<file path="config.mk">
export PLATFORM = sky130hd
export DESIGN_NAME = alu_issue
export DESIGN_NICKNAME = d
export VERILOG_FILES = /design/src/rtl/alu_pkg.sv /design/src/rtl/alu_decode_table.sv /design/src/rtl/alu_issue.sv
export SDC_FILE = /design/constraint.sdc
export NUM_CORES = 1
export LEC_CHECK = 0
export CORE_ASPECT_RATIO = 1.2
export CORE_MARGIN = 2
export CORE_UTILIZATION = 45
export DETAILED_ROUTE_END_ITERATION = 12
export PLACE_DENSITY = 0.76
export SLEW_MARGIN = 20
export SYNTH_ARGS = -nofsm -noshare
export SYNTH_HDL_FRONTEND = slang
export SYNTH_SLANG_ARGS = --single-unit
</file>
<file path="constraint.sdc">
create_clock -name clk -period 2.5 [get_ports clk]
set_clock_uncertainty 0.05 [all_clocks]
set_input_delay 0.375 -clock clk [delete_from_list [all_inputs] [get_ports clk]]
set_output_delay 0.375 -clock clk [all_outputs]
set_load 0.02 [all_outputs]
</file>
<file path="src/rtl/alu_pkg.sv">
// Shared types and encodings for the ALU issue slice: op codes, primary opcodes,
// the decoded-entry struct and the issue FSM state type.
package alu_pkg;

    localparam logic [4:0] ALU_NOP     = 5'b00000;
    localparam logic [4:0] ALU_INC     = 5'b00010;
    localparam logic [4:0] ALU_DEC     = 5'b00011;
    localparam logic [4:0] ALU_BLT     = 5'b00100;
    localparam logic [4:0] ALU_BEQ     = 5'b01101;
    localparam logic [4:0] ALU_BEQZ    = 5'b10001;
    localparam logic [4:0] ALU_OP_LAST = 5'b10011;

    localparam logic [5:0] OPC_RTYPE = 6'd0;
    localparam logic [5:0] OPC_BEQ   = 6'd1;
    localparam logic [5:0] OPC_BEQZ  = 6'd2;
    localparam logic [5:0] OPC_BLT   = 6'd3;
    localparam logic [5:0] OPC_INC   = 6'd4;
    localparam logic [5:0] OPC_DEC   = 6'd5;

    typedef struct packed {
        logic [4:0]  op;
        logic [4:0]  shamt;
        logic [4:0]  rd;
        logic [4:0]  rs;
        logic [4:0]  rt;
        logic [15:0] imm;
        logic        illegal;
    } alu_entry_t;

    typedef enum logic {
        ST_RUN  = 1'b0,
        ST_HALT = 1'b1
    } issue_state_t;

endpackage

</file>
<file path="src/rtl/alu_decode_table.sv">
// Combinational instruction decode: maps a 32-bit word onto a decoded ALU entry.
module alu_decode_table
    import alu_pkg::*;
(
    input  logic [31:0] instr,
    output alu_entry_t  entry
);

    logic [5:0] opcode;
    logic [4:0] funct;
    logic       unused_instr_bit;

    assign opcode           = instr[31:26];
    assign funct            = instr[4:0];
    assign unused_instr_bit = instr[5];

    always_comb begin
        entry         = '0;
        entry.rd      = instr[25:21];
        entry.rs      = instr[20:16];
        entry.rt      = instr[15:11];
        entry.shamt   = instr[10:6];
        entry.imm     = instr[15:0];
        entry.op      = ALU_NOP;
        entry.illegal = 1'b0;
        case (opcode)
            OPC_RTYPE: begin
                if (funct <= ALU_OP_LAST) begin
                    entry.op = funct;
                end else begin
                    entry.illegal = 1'b1;
                end
            end
            OPC_BEQ:  entry.op = ALU_BEQ;
            OPC_BEQZ: entry.op = ALU_BEQZ;
            OPC_BLT:  entry.op = ALU_BLT;
            OPC_INC:  entry.op = ALU_INC;
            OPC_DEC:  entry.op = ALU_DEC;
            default:  entry.illegal = 1'b1;
        endcase
    end

endmodule

</file>
<file path="src/rtl/alu_issue.sv">
// Decode-and-issue stage: two-entry in-order buffer (main + skid) between fetch and execute.
// ALU_ISSUE_ILLEGAL_TRAP_EN adds a RUN/HALT trap that stops intake after an illegal word.
//   state | meaning
//   RUN   | accepting words while the buffer has room
//   HALT  | illegal word seen; intake stopped, buffer drains, flush resumes
module alu_issue
    import alu_pkg::*;
(
    input  logic        clk,
    input  logic        rst_n,
    input  logic        flush,
    input  logic        in_valid,
    output logic        in_ready,
    input  logic [31:0] in_instr,
    output logic        out_valid,
    input  logic        out_ready,
    output logic [4:0]  out_op,
    output logic [4:0]  out_shamt,
    output logic [4:0]  out_rd,
    output logic [4:0]  out_rs,
    output logic [4:0]  out_rt,
    output logic [15:0] out_imm,
    output logic        out_illegal
);

    alu_entry_t dec_entry;
    alu_entry_t main_q, main_d;
    alu_entry_t skid_q, skid_d;
    logic [1:0] count_q, count_d;
    logic       in_ready_q;
    logic       run_d;
    logic       accept;
    logic       retire;

    alu_decode_table u_decode (
        .instr (in_instr),
        .entry (dec_entry)
    );

    assign out_valid = (count_q != 2'd0);
    assign accept    = in_valid && in_ready_q;
    assign retire    = out_valid && out_ready;

`ifdef ALU_ISSUE_ILLEGAL_TRAP_EN
    issue_state_t state_q, state_d;

    always_ff @(posedge clk or negedge rst_n) begin
        if (!rst_n) begin
            state_q <= ST_RUN;
        end else begin
            state_q <= state_d;
        end
    end

    always_comb begin
        state_d = state_q;
        if (flush) begin
            state_d = ST_RUN;
        end else if (state_q == ST_RUN && accept && dec_entry.illegal) begin
            state_d = ST_HALT;
        end
    end

    assign run_d       = (state_d == ST_RUN);
    assign out_illegal = main_q.illegal;
`else
    logic unused_illegal;

    assign run_d          = 1'b1;
    assign out_illegal    = 1'b0;
    assign unused_illegal = main_q.illegal;
`endif

    // Main always holds the head; skid only fills when an accept meets a stalled head.
    always_comb begin
        count_d = count_q;
        main_d  = main_q;
        skid_d  = skid_q;
        if (flush) begin
            count_d = 2'd0;
        end else begin
            case (count_q)
                2'd0: begin
                    if (accept) begin
                        main_d  = dec_entry;
                        count_d = 2'd1;
                    end
                end
                2'd1: begin
                    if (accept && retire) begin
                        main_d = dec_entry;
                    end else if (accept) begin
                        skid_d  = dec_entry;
                        count_d = 2'd2;
                    end else if (retire) begin
                        count_d = 2'd0;
                    end
                end
                default: begin
                    if (retire) begin
                        main_d  = skid_q;
                        count_d = 2'd1;
                    end
                end
            endcase
        end
    end

    always_ff @(posedge clk or negedge rst_n) begin
        if (!rst_n) begin
            count_q    <= 2'd0;
            main_q     <= '0;
            skid_q     <= '0;
            in_ready_q <= 1'b0;
        end else begin
            count_q    <= count_d;
            main_q     <= main_d;
            skid_q     <= skid_d;
            in_ready_q <= (count_d != 2'd2) && run_d;
        end
    end

    assign in_ready  = in_ready_q;
    assign out_op    = main_q.op;
    assign out_shamt = main_q.shamt;
    assign out_rd    = main_q.rd;
    assign out_rs    = main_q.rs;
    assign out_rt    = main_q.rt;
    assign out_imm   = main_q.imm;

endmodule

</file>
==> summary.txt, run 1 <==
Critical path
  • Crit-path cells: clkdlybuf4s50_1 -> nand3_1 -> or4_4 -> o41ai_2
  • Worst Setup End Kind: flip-flop
  • Startpoint types: input port
  • Type of the worst setup path: in -> reg
  • Worst stage delay on the critical path: 0.69 ns
  • Max FO, Critical Path: 38
  • CP arrival: 2.08 ns
  • Critical Path RT: 2.67 ns
  • Slowest library cell on the worst path: or4_4

CTS
  • CTS Buf Count: 9
  • Number of H-tree levels: 3
  • Clk Latency, worst-skew pair: 0.33 ns
  • TritonCTS clock tree: done
  • Hold-fix buffers at CTS: 0
  • Root buffer cell: clkbuf_8
  • Worst-case clock buffer depth: 2
  • Post-CTS Setup Inserts: 0
  • Clock sink total: 65
  • Worst-path clk slew: 0.07 ns
  • Post-CTS sizing: 0

Global route
  • Layer with the highest usage: met2
  • Total track usage: 0.163
  • Grt ovf: 0
  • Initial antenna violation count: 0
  • First-pass GRT wire length: 9160 um
  • Number of global-route vias before repair: 1945
  • Met3 usage: 0.0400
  • GRT met2 Usage: 0.279
  • Met1 Use GR: 0.198
  • Largest net degree at the start of global routing: 39

Timing
  • Slew HR: 0.410
  • Final setup violation count: 0
  • Hold Violations, Final: 0
  • Fmax: ~520 MHz
  • RSZ-0062 raised after global routing: no
  • Min Tclk post-route: 1.91 ns
  • Worst-Margin Slew: 0.881 ns
  • Setup_tns: 0 ns
  • Final period utilization: 0.764
  • Pins Over Slew Limit: 0

Floorplanning
  • # IOs: 81
  • Core ar.: 0.00637 sq mm
  • Die Ht: 92.3 um
  • FP Rows: 32
  • Full die area: ~0.0072 sq mm
  • Initial Util: 0.459
  • Die Wd: between 70 and 80 um

Drt
  • DR iter-0 viols: 151
  • Vias post-DR: 2062
  • Vias/cell: a little over 5
  • DRT antenna net count: 0
  • WL/cell: about 14 um
  • Routed WL: about 5600 um
  • Drt drc: 0
  • First-pass DRT Iterations: 4

Yosys
  • Yosys warnings: 0
  • Top cells by area, synth: dfrtp_1 (56%), mux2_2 (12%), mux2i_1 (8.9%)
  • Most frequent cell after synthesis: dfrtp_1
  • Syn_nets: 288
  • Yosys top cell area share: 0.556
  • Syn Inst Count: 251
  • Cell area after synthesis: 0.00292 sq mm
  • Seq/Total Area, Yosys: 0.556
  • Seq cells post-synth: between 60 and 70
  • Commonest cells in the netlist: dfrtp_1 (65), nand2_1 (37), o21ai_0 (36)
  • Mean post-synth cell area: ~12 sq um
  • Ys flop type: dfrtp_1
  • Yosys top cell by area: dfrtp_1
  • Async set-or-reset flop fraction in the synthesized netlist: 1.00
  • EDFF count, synth: 0
  • Library cells used by synthesis: 27

Placement
  • Dpl cell area: 0.00373 sq mm
  • I/O Buffers: 79
  • DP Cell Count: 394
  • Placed wire-length estimate: 3910 um
  • GPL Wtd Cong: around 0.75

Final layout
  • Layout cell share with drive strength beyond 1: 0.166
  • Non-filler cells, final: 410
  • Post-route cell area: between 0.003 and 0.004 sq mm
  • Antenna Cells: 0
  • Nets: between 300 and 400
  • Area Overhead vs Synth: 34.3%

Outcome
  • Status: completed

Pwr
  • P per Cell Area: 769 mW/mm^2
  • Net Switching: approximately 0.00083 W
  • Clock power share: 0.292
  • Static Leak: 1.66 nW
  • Worst vdd ir: 0.000294 V
  • Comb power frac: 0.249
  • Flop pwr share: 0.459
  • Sw Share: 0.274
  • Pint: about 0.0022 W

Hold path
  • Hold WC Path Type: in -> async

Job
  • Max capacitance violation total: 0
critical path, delay by kind of cell:
family,cells,cell delay [ns]
and+or+nand+nor,2,0.80
buffers and inverters,1,0.51
AOI/OAI and AO/OA,1,0.39
power groups by stage:
| stage | sequential [W] | clock, W | combinational [W] |
|---|---|---|---|
| 2_1_floorplan | 0.00149 | 0 | 0.000330 |
| 3_3_place_gp | 0.00139 | 0 | 0.000743 |
| 3_5_place_dp | 0.00141 | 0 | 0.000761 |
| 4_1_cts | 0.00139 | 0.000912 | 0.000763 |
| 5_1_grt | 0.00141 | 0.000962 | 0.000806 |
| 6_report | 0.00139 | 0.000883 | 0.000751 |
per-layer routing:
layer  routed length [um]  part of all wire
met3                  226             0.040
met5                    0                 0
met4                   86             0.015
met2                 2910              0.52
met1                 2390              0.43
final cells by class:
class | count | area, sq um
repair buffers | 83 | 853
inverters | 6 | 22.5
flip-flops and latches | 65 | 1630
clock inverters | 3 | 40.0
clock buffers | 13 | 159
multi-input cells | 155 | 1120
well taps | 85 | 106
fillers | 505 | 2440
final timing paths:
check | from | to | slack (ns) | depth (start not counted)
worst max-delay path | in_valid | skid_q[38]$_DFFE_PN0P_ | 0.59 | 4
worst min-delay path | rst_n | out_rt[4]$_DFFE_PN0P_ | 0.04 | 1
worst max register to register | count_q[1]$_DFF_PN0_ | skid_q[38]$_DFFE_PN0P_ | 0.71 | 2
worst min register to register | out_rd[3]$_DFFE_PN0P_ | out_rd[3]$_DFFE_PN0P_ | 0.43 | 2
max in group asynchronous | rst_n | count_q[1]$_DFF_PN0_ | 1.72 | 2
min in group clk | out_rd[3]$_DFFE_PN0P_ | out_rd[3]$_DFFE_PN0P_ | 0.43 | 2
flip-flops by register name, summed over array words and instances (netlist names):
| name | count |
|---|---|
| out_imm | 7 |
| in_ready | 1 |
| out_shamt | 4 |
| skid_q | 31 |
| out_rd | 5 |
| out_rt | 5 |
| out_rs | 5 |
| count_q | 2 |
| out_op | 5 |
cell families after synthesis:
family	share of synthesized area
flops	0.556
mux	0.208
compound gates	0.0997
simple gates	0.0732
buf+inv	0.0612
other cells	0.00128
metrics by stage:
stage          hold slack, ns  power [W]   util  setup slack (ns)
3_3_place_gp            0.411    0.00214  0.586             0.291
6_report               0.0403    0.00302  0.617             0.590
3_5_place_dp            0.419    0.00217  0.586             0.261
2_1_floorplan          0.0294    0.00182      -             0.780
4_1_cts                0.0563    0.00306  0.617             0.565
5_1_grt                0.0963    0.00318  0.617             0.495
cell usage in the layout, fill, tap and decap left out, types with 2 or more instances in the layout:
master	netlist	final
mux2i_1	26	26
clkinv_2	0	2
nor3b_1	4	4
o21ai_0	36	36
inv_1	6	6
clkbuf_8	0	11
o31ai_1	2	2
buf_12	0	3
clkdlybuf4s50_1	0	78
clkbuf_1	5	2
a21o_1	2	2
dfrtp_1	65	64
o211ai_1	3	3
mux2_2	31	31
nand2_1	37	37
or3_1	2	2
a221oi_1	2	2
Note: power is estimated with default switching activity, not from simulation.
==> run 2, diff against run 1 <==
--- a/config.mk
+++ b/config.mk
@@ -7,7 +7,7 @@
 export LEC_CHECK = 0
 export CORE_ASPECT_RATIO = 1.2
 export CORE_MARGIN = 2
-export CORE_UTILIZATION = 45
+export CORE_UTILIZATION = 43
 export DETAILED_ROUTE_END_ITERATION = 12
 export PLACE_DENSITY = 0.76
 export SLEW_MARGIN = 20
==> constraint.sdc (replaced) <==
create_clock -name clk -period 1.6 [get_ports clk]
set_clock_uncertainty 0.05 [all_clocks]
set_input_delay 0.24 -clock clk [delete_from_list [all_inputs] [get_ports clk]]
set_output_delay 0.24 -clock clk [all_outputs]
set_load 0.02 [all_outputs]
==> summary.txt, run 2 (synthesized netlist as in run 1, its figures left out) <==
Global route
  • Number of global-route vias before repair: 2210 (+14%)
  • Total track usage: 0.172 (+0.00878)
  • Initial antenna violation count: 0 (unchanged)
  • Grt ovf: 0 (unchanged)
  • First-pass GRT wire length: 10000 um (+9.7%)
  • Largest net degree at the start of global routing: 66 (+69%)

Critical path
  • Critical Path RT: 1.76 ns (-0.91 ns)
  • Startpoint types: flip-flop
  • Worst Setup End Kind: flip-flop
  • Max FO, Critical Path: 38 (unchanged)
  • Type of the worst setup path: reg -> reg
  • CP arrival: 1.80 ns (-0.28 ns)
  • R2R depth: 3 (+1)

Placement
  • GPL Wtd Cong: 0.804 (+7.5%)
  • DP Cell Count: 412 (+4.6%)
  • I/O Buffers: 79 (unchanged)
  • Dpl cell area: 0.00386 sq mm (+3.5%)
  • Placed wire-length estimate: 4030 um (+3.0%)

Floorplanning
  • FP Rows: 32 (unchanged)
  • Core ar.: 0.00649 sq mm (+1.9%)
  • Initial Util: 0.451 (-0.00851)
  • # IOs: 81 (unchanged)
  • Full die area: 0.00748 sq mm (+4.4%)
  • Die Ht: 94.3 um (+2.2%)
  • Die Wd: 79.3 um (+2.2%)

Final layout
  • Commonest non-fill, non-tap cell in the layout: dfrtp_1
  • Post-route cell area: 0.00412 sq mm (+4.8%)
  • Layout cell share with drive strength beyond 1: 0.229 (+0.0628)
  • Max reg flops: 31 (unchanged)
  • Final Core Density: 0.635 (+0.0177)
  • Area Overhead vs Synth: 40.8%
  • Nets: 377 (+5.6%)
  • Antenna Cells: 0 (unchanged)
  • Commonest cells after routing, fill and taps aside: dfrtp_1 (63), nand2_1 (37), o21ai_0 (36), clkdlybuf4s50_1 (35), dlygate4sd2_1 (28)
  • Largest register by flop count: skid_q
  • Fillcell total: 550 (+8.9%)
  • Non-filler cells, final: 430 (+4.9%)

Drt
  • First-pass DRT Iterations: 4 (unchanged)
  • Vias post-DR: 2149 (+4.2%)
  • DR iter-0 viols: 96 (-36%)
  • WL/cell: 13.6 um (-1.1%)
  • Routed WL: 5830 um (+3.8%)
  • Vias/cell: 5.00 (-0.63%)
  • Drt drc: 0 (unchanged)
  • DRT antenna net count: 0 (unchanged)

Pwr
  • Worst vdd ir: 0.000519 V (+77%)
  • Static Leak: 2.03 nW (+22%)
  • Tot Pwr: 0.00463 W (+53%)
  • P per Cell Area: 1120 mW/mm^2 (+46%)

Timing
  • Fmax: approximately 610 MHz
  • Final Worst Setup Slack: -0.0404 ns (-0.630 ns)
  • Hold Violations, Final: 0 (unchanged)
  • Setup_tns: -0.710 ns (-0.710 ns)
  • Final period utilization: 1.03
  • Min Tclk post-route: 1.64 ns
  • RSZ-0062 raised after global routing: yes
  • Pins Over Slew Limit: 0 (unchanged)
  • Final setup violation count: 27 (+27)

Job
  • Max capacitance violation total: 0 (unchanged)

CTS
  • Clock sink total: 65 (unchanged)
  • Worst-path clk slew: 0.07 ns (about the same)
  • Worst-case clock buffer depth: 2 (unchanged)
  • TritonCTS clock tree: done
  • Root buffer cell: clkbuf_8
  • CTS Buf Count: 9 (unchanged)
  • Clk Latency, worst-skew pair: 0.33 ns (about the same)
  • Number of H-tree levels: 3 (unchanged)

Outcome
  • Violated checks: setup timing
  • Status: finished with violations

Hold path
  • Hold WC Path Type: in -> async
run 2: final cells by class:
type	count	area, sq um	share of cell area
Inverter	6	22.5	0.00547
Clock buffer	11	141	0.0343
Multi-Input combinational cell	155	1150	0.280
Clock inverter	5	55.1	0.0134
Timing Repair Buffer	103	1010	0.246
Tap cell	85	106	0.0258
Sequential cell	65	1630	0.396
run 2: metrics by stage:
step / hold WS, ns / worst slack (ns)
floorplan: -0.106 / -0.0448
global placement: 0.231 / -0.306
detailed placement: 0.231 / -0.330
CTS: 0.408 / -0.0275
global route: 0.434 / -0.0674
finish: 0.408 / -0.0404
run 2: worst paths after layout:
kind | start | endpoint | slack, ns
hold reg to reg | out_imm[2]$_DFFE_PN0P_ | out_imm[2]$_DFFE_PN0P_ | 0.42
hold / removal | rst_n | out_rs[3]$_DFFE_PN0P_ | 0.41
min in group clk | out_imm[2]$_DFFE_PN0P_ | out_imm[2]$_DFFE_PN0P_ | 0.42
max in group asynchronous | rst_n | count_q[1]$_DFF_PN0_ | 0.79
setup / recovery | count_q[1]$_DFF_PN0_ | skid_q[1]$_DFFE_PN0P_ | -0.04
setup reg to reg | count_q[1]$_DFF_PN0_ | skid_q[1]$_DFFE_PN0P_ | -0.04
run 2: worst max-delay path: stages, from the launching register on:
cell and delay, ns:
dfrtp_2 0.42, or4_4 0.55, buf_12 0.19, mux2_2 0.28
run 2: timing repair:
| action | 4_1_cts | 5_1_grt |
|---|---|---|
| hold endpoints to repair | 65 | 0 |
| resized for setup | 35 | 24 |
| pin swaps | 0 | 1 |
| buffers inserted | 0 | 1 |
| hold buffers | 1 | 0 |
| setup endpoints to repair | 64 | 74 |
| gates cloned | 0 | 0 |
run 2: report_power, final:
part           internal, W  switching [W]
Sequential         0.00199       0.000175
Clock             0.000757       0.000599
Combinational     0.000566       0.000547
Total              0.00331        0.00132
run 2: metal layers:
metal	GRT usage	wire, um	vias up	part of all wire
met1	0.210	2460	1029	0.42
met5	0	0	-	0
met2	0.290	2950	69	0.51
li1	-	-	1043	-
met4	0.0718	86	0	0.015
met3	0.0440	336	8	0.058
